===== src/rtl/result_stream_reader.sv =====
// Drains a window of the result memory over a valid/ready stream after the
// controller signals run completion; one word per cycle without backpressure.
module result_stream_reader #(
  parameter int                ADDR_W    = 14,
  parameter int                DATA_W    = 16,
  parameter logic [ADDR_W-1:0] BASE_ADDR = '0
) (
  input  logic              clock,
  input  logic              reset,
  input  logic              finish,
  input  logic [ADDR_W:0]   word_count,
  input  logic              abort,
  output logic [ADDR_W-1:0] output_address,
  input  logic [DATA_W-1:0] final_output,
  output logic [DATA_W-1:0] out_data,
  output logic              out_valid,
  input  logic              out_ready,
  output logic              out_last,
  output logic              busy,
  output logic              done
);

  typedef enum logic [1:0] {ST_IDLE, ST_STREAM, ST_DONE} state_t;

  state_t              state_q, state_d;
  logic                finish_q;
  logic [ADDR_W-1:0]   rd_ptr_q, rd_ptr_d;
  logic [ADDR_W:0]     remaining_q, remaining_d;
  logic [DATA_W-1:0]   out_data_q, out_data_d;
  logic                out_valid_q, out_valid_d;
  logic                out_last_q, out_last_d;
  logic                busy_q, busy_d;
  logic                start, load, done_d;

  assign start = finish & ~finish_q & (state_q == ST_IDLE);
  // The output register refills whenever it is empty or being drained this cycle.
  assign load  = (state_q == ST_STREAM) & (remaining_q != '0) & (~out_valid_q | out_ready);

  always_comb begin
    state_d     = state_q;
    rd_ptr_d    = rd_ptr_q;
    remaining_d = remaining_q;
    out_data_d  = out_data_q;
    out_valid_d = out_valid_q;
    out_last_d  = out_last_q;
    busy_d      = busy_q;
    done_d      = 1'b0;

    if (abort) begin
      state_d     = ST_IDLE;
      out_valid_d = 1'b0;
      out_last_d  = 1'b0;
      busy_d      = 1'b0;
      rd_ptr_d    = BASE_ADDR;
    end else begin
      case (state_q)
        ST_IDLE: begin
          if (start) begin
            busy_d = 1'b1;
            if (word_count != '0) begin
              state_d     = ST_STREAM;
              rd_ptr_d    = BASE_ADDR;
              remaining_d = word_count;
            end else begin
              state_d = ST_DONE;
            end
          end
        end
        ST_STREAM: begin
          if (load) begin
            out_data_d  = final_output;
            out_valid_d = 1'b1;
            out_last_d  = (remaining_q == {{ADDR_W{1'b0}}, 1'b1});
            rd_ptr_d    = rd_ptr_q + {{(ADDR_W-1){1'b0}}, 1'b1};
            remaining_d = remaining_q - {{ADDR_W{1'b0}}, 1'b1};
          end else if (out_valid_q & out_ready) begin
            out_valid_d = 1'b0;
            out_last_d  = 1'b0;
          end
          if (out_valid_q & out_ready & out_last_q) state_d = ST_DONE;
        end
        ST_DONE: begin
          done_d  = 1'b1;
          busy_d  = 1'b0;
          state_d = ST_IDLE;
        end
        default: state_d = ST_IDLE;
      endcase
    end
  end

  always_ff @(posedge clock or negedge reset) begin
    if (!reset) begin
      state_q     <= ST_IDLE;
      finish_q    <= 1'b0;
      rd_ptr_q    <= BASE_ADDR;
      remaining_q <= '0;
      out_data_q  <= '0;
      out_valid_q <= 1'b0;
      out_last_q  <= 1'b0;
      busy_q      <= 1'b0;
    end else begin
      state_q     <= state_d;
      finish_q    <= finish;
      rd_ptr_q    <= rd_ptr_d;
      remaining_q <= remaining_d;
      out_data_q  <= out_data_d;
      out_valid_q <= out_valid_d;
      out_last_q  <= out_last_d;
      busy_q      <= busy_d;
    end
  end

  assign output_address = rd_ptr_q;
  assign out_data       = out_data_q;
  assign out_valid      = out_valid_q;
  assign out_last       = out_last_q;
  assign busy           = busy_q;
  assign done           = done_d;

endmodule


===== config.mk =====
export PLATFORM = sky130hd
export DESIGN_NAME = result_stream_reader
export DESIGN_NICKNAME = d
export VERILOG_FILES = /design/src/rtl/result_stream_reader.sv
export SDC_FILE = /design/constraint.sdc
export NUM_CORES = 1
export LEC_CHECK = 0
export CORE_MARGIN = 4
export CORE_UTILIZATION = 53
export DETAILED_ROUTE_END_ITERATION = 10
export HOLD_SLACK_MARGIN = 0.02
export PLACE_DENSITY = 0.85
export SYNTH_ARGS = -nofsm -noshare
export SYNTH_HDL_FRONTEND = slang
export SYNTH_SLANG_ARGS = --single-unit

===== constraint.sdc =====
create_clock -name clock -period 3.15 [get_ports clock]
set_input_delay 0.63 -clock clock [delete_from_list [all_inputs] [get_ports clock]]
set_output_delay 0.63 -clock clock [all_outputs]
set_load 0.02 [all_outputs]

### After elaboration in Yosys (flattened, before gate mapping)

Index checks and enable logic that the tools add are counted.

| word-level totals | value |
|---|---|
| bits in registers | 51 |
| input port bits | 36 |
| output and inout bits | 34 |
| word-level logic and storage cells | 70 |

| cells by class | value |
|---|---|
| $add $sub $neg | 2 |
| equality and inequality tests | 10 |
| mux-type cells | 26 |
| bitwise logic cells | 10 |
| reductions and logical operators | 14 |

Operators with widths:

| operator | count |
|---|---|
| $mux 14 | 4 |
| $mux 15 | 3 |
| $pmux 15 s2 | 1 |
| $reduce_bool 15->1 | 2 |
| $pmux 14 s2 | 1 |
| $eq 15x1->1 const B | 1 |
| $sub 15x1->15 const B | 1 |
| $add 14x1->14 const B | 1 |
| $mux 1 | 11 |
| $reduce_bool 3->1 | 3 |
| $mux 2 | 4 |
| $and 1x1->1 | 6 |
| $ne 3x2->1 const B | 2 |
| $ne 3x3->1 const B | 2 |
| $reduce_and 2->1 | 3 |
| $reduce_and 5->1 | 1 |
| $ne 2x2->1 const B | 2 |
| $pmux 2 s2 | 1 |
| $reduce_and 4->1 | 1 |
| $reduce_bool 2->1 | 2 |
| $not 1->1 | 3 |
| $reduce_and 3->1 | 1 |
| $eq 2x1->1 const B | 1 |
| $eq 2x2->1 const B | 1 |
| other kinds (4) | 4 |

### Longest topological paths before layout

| depth | value |
|---|---|
| depth in word-level cells | 6 |
| mapped depth | 9 |
| gate-level depth less buffers | 7 |

### Least setup slack after synthesis

No wires, ideal clock.

| timing path | value |
|---|---|
| kind | input port to flip-flop |
| start | input port word_count[8] |
| end | register state_q[1] |
| setup time | 87 ps |
| arrival time | 1846 ps |
| required time | 3063 ps |
| slack | 1217 ps |
| cell stages on the path | 4 |
| path buffers | 0 |
| cells stage by stage | nor4_1 > nand4_1 > or4b_1 > a211oi_2 |

| between the ends | value |
|---|---|
| longest elaborated chain between the ends | 5 |

Ends and longest elaborated chain:

| element | line | text |
|---|---|---|
| start, declared | 11 | `input logic [ADDR_W:0] word_count,` |
| $reduce_bool 15->1 | 60 | `if (word_count != '0) begin` |
| $mux 2 | 60 |  |
| $mux 2 | 58 | `if (start) begin` |
| $pmux 2 s2 | 56 | `case (state_q)` |
| $mux 2 | 49 | `if (abort) begin` |
| end signal, assigned | 103 | `state_q <= state_d;` |
| end, declared | 25 | `state_t state_q, state_d;` |

No other way between the ends. The select of a mux whose other input is x is not followed.
A chain may end at the register's enable or synchronous reset.

### Worst setup path in the final report

| timing path | value |
|---|---|
| start | input port abort |
| end | output port done |

| between the ends | value |
|---|---|
| longest elaborated chain between the ends | 1 |

Ends and longest elaborated chain:

| element | line | text |
|---|---|---|
| start, declared | 12 | `input logic abort,` |
| $mux 1 | 49 |  |
| end, declared | 20 | `output logic done` |

No other way between the ends.

==> impl_results.md <==
* Cell taking the most area after synthesis: dfrtp_1
* Async set or reset register ratio after synthesis at 100.0%
* Peak VDD IR at 0.3375 mV
* Worst-Skew Late Latency at 0.31 ns
* Crit-path max cell delay at 0.66 ns
* Synth top area cells: dfrtp_1, nand2_1, o21ai_0, nor2_1, a21oi_1
* Crit path capture type: primary output
* Inserted Diodes at 0
* Clock root buffer: clkbuf_8
* CTS max path bufs at 2
* R2r endpoint: output_address[13]$_DFFE_PN0P_
* Crit path launch type: input port
* Synth Area per Inst at 8.957 um^2
* Max Fclk at 361.8 MHz
* Clk pin slew, worst setup/hold paths at 0.10 ns
* Share of power burned in registers at 49.7%
* CP bufs+invs at 2
* Starting DRC count in detailed routing at roughly 220
* Core footprint at 5140 um^2
* Final setup vio count at 0
* Mapped Cells at 315
* Layout area overhead at 29.45%
* TritonCTS buffer count at 5
* # DRC at 0
* Period utilization at 87.75%
* RD Place Congestion at 0.8970
* Final Hold Viols at 0
* Pre-antenna DRT Iters at 4
* Detailed-route wire length per cell at 15.79 um
* Power per standard cell area at 491.1 nW/um^2
* Outcome: finished clean
* Total track usage at 23.11%
* FP Rows at 26
* Vias in the first global route at about 2600
* Combinational power share at between 20% and 30%
* Vias at approximately 2700
* Yosys warnings at 0
* Routed wire length at 7184 um
* Worst EP arrival at 2.13 ns
* Total leakage power at 1.509 nW
* Clk sink count at 51
* Fillcell total at 425
* Clock skew at around 0.008 ns
* Worst hold slack at ~0.32 ns
* Antenna violations before repair at 0
* Psw at roughly 0.62 mW
* Layout Utilization at 71.06%
* Storage cell area at 1276 um^2
* # resized after CTS at 0
* Initial Util at 54.89%
* Post-synthesis sequential area ratio at 45.23%
* CP delay by family, top: buffers and inverters
* Die Span X at 80.96 um
* Total Power at 1.794 mW
* Most common cell on crit path: clkdlybuf4s50_1
* CTS tree: built
* Crit Path Class: in -> out
* Cell Area, Synth at roughly 2800 um^2
* Input/output buffers at 69
* Die area at about 6600 um^2
* Hold_buf cts at 0
* I/O Pins at 70
* Post-synth EDFFs at 0
* Max-slew headroom at 49.57%
* Critical path cell sequence: clkdlybuf4s50_1 > nor3_1 > clkdlybuf4s50_1
* Final slew viol count at 0
* First-pass GRT wire length at 12000 um
* Synth cell types at 56
* R2R setup slack at 0.94 ns
* Clock period minus worst slack at 2.764 ns
* Vias per Instance at 5.886
* Clock power share at 21.1%
* Max stage delay cell, worst path: clkdlybuf4s50_1
* Flops & latches, synth at between 50 and 60
* Unrepaired setup endpoints after global routing: no
* Post-DRT Antenna Nets at 0
* Max-cap violations at 0
* Yosys top cell area share at around 45%
* Dominant synthesized flop cell: dfrtp_1
* Cell depth of the worst setup path at 3
* Sw Share at 34.75%
* Worst r2r path cells at 4
* Largest net degree at the start of global routing at 27
* GRT overflow at 0
* Dpl hpwl at 5314 um
* H-Tree Depth at 2
* Chip Height at 80.96 um
* Crit-path max FO at 8
* Int Pwr at between 1 and 1.5 mW
* Actual slew at the worst max-slew pin at 0.7546 ns
* Syn_nets at 354
* Setup TNS at 0 ns
* Share of cells above drive strength 1 at 8.312%
* Area of the multi-input gates at 1428 um^2
* Hold Path Class: in -> async
* R2r startpoint: state_q[0]$_DFFE_PN0P_
* Final net count at 423
* Post-CTS setup buffer count at 0
* Critical Path RT at 2.52 ns
cell usage after synthesis, drive strengths merged (3+ instances only):
master / count
a21o: 3
a21oi: 19
a22oi: 7
a311oi: 3
a31oi: 8
and2: 3
and3: 4
buf: 9
clkbuf: 7
dfrtp: 51
ha: 3
inv: 5
nand2: 70
nand3: 13
nand4: 6
nor2: 26
nor3: 11
nor3b: 4
nor4: 6
o21ai: 21
o22a: 3
o32ai: 3
cells by family after synthesis:
family          synth area share [%]
mux                           0.3548
compound gates                 19.91
buf+inv                        4.168
flops                          45.23
fa+ha+maj                      1.331
simple gates                   29.00
routing by layer:
metal	track usage (%)	up-vias	share of wire, %
met4	6.757	0	0.97
met1	29.97	1287	42
met2	38.67	107	50
li1	-	1275	-
met5	0	-	0
met3	5.211	9	7.1
cell type report:
type	count	share of cell area, %
clock buffer	6	1.987
clock inverter	2	0.3426
sequential	51	34.94
tap	70	2.398
timing repair buffer	78	20.62
multi-input combinational	242	39.09
inverter	6	0.6167
worst reg2reg max path: cells and delay by family, from the launching register on:
kind / cells / cell delay (ns)
and+or+nand+nor: 2 / 0.98
AOI/OAI and AO/OA: 2 / 0.58
DFF: 1 / 0.56
sequential cells by signal, summed over array words and instances, names as in the netlist:
register and flops:
out_data 16, remaining_q 15, output_address 14, state_q 2, busy 1, finish_q 1, out_last 1, out_valid 1
power by group through the flow:
stage / sequential [mW] / combinational, mW / clock (mW)
final: 0.891 / 0.525 / 0.378
after global routing: 0.908 / 0.578 / 0.418
after CTS: 0.887 / 0.528 / 0.388
after detailed placement: 0.900 / 0.526 / 0
after global placement: 0.895 / 0.516 / 0
after floorplan: 0.941 / 0.251 / 0
how the worst max path moves through the flow:
stage	slack, ns	to	from
6_report	0.39	done	abort
5_1_grt	0.30	done	abort
3_3_place_gp	0.42	output_address[8]$_DFFE_PN0P_	word_count[8]
2_1_floorplan	1.22	state_q[1]$_DFFE_PN0P_	word_count[8]
4_1_cts	0.39	done	abort
3_5_place_dp	0.39	done	abort
layout by cell type, fill, tap and decap left out, drive strengths merged, types with 3 or more instances in the layout:
cell type	count
a22oi	7
o32ai	3
nor2	26
nor3	11
nand4	6
dfrtp	51
nand2	70
o22a	3
inv	5
a21o	3
clkdlybuf4s50	68
ha	3
nor4	6
and2	3
a31oi	8
a21oi	19
buf	10
clkbuf	6
o21ai	21
and3	4
nor3b	4
nand3	13
a311oi	3
metrics by stage:
step	cell area, um^2	std cells	setup WS [ns]
2_1_floorplan	2821	315	1.217
3_3_place_gp	3567	447	0.4209
3_5_place_dp	3567	447	0.3945
4_1_cts	3652	455	0.3907
5_1_grt	3652	455	0.2968
6_report	3652	455	0.3858
No activity file was read; power rests on OpenSTA's default activity.
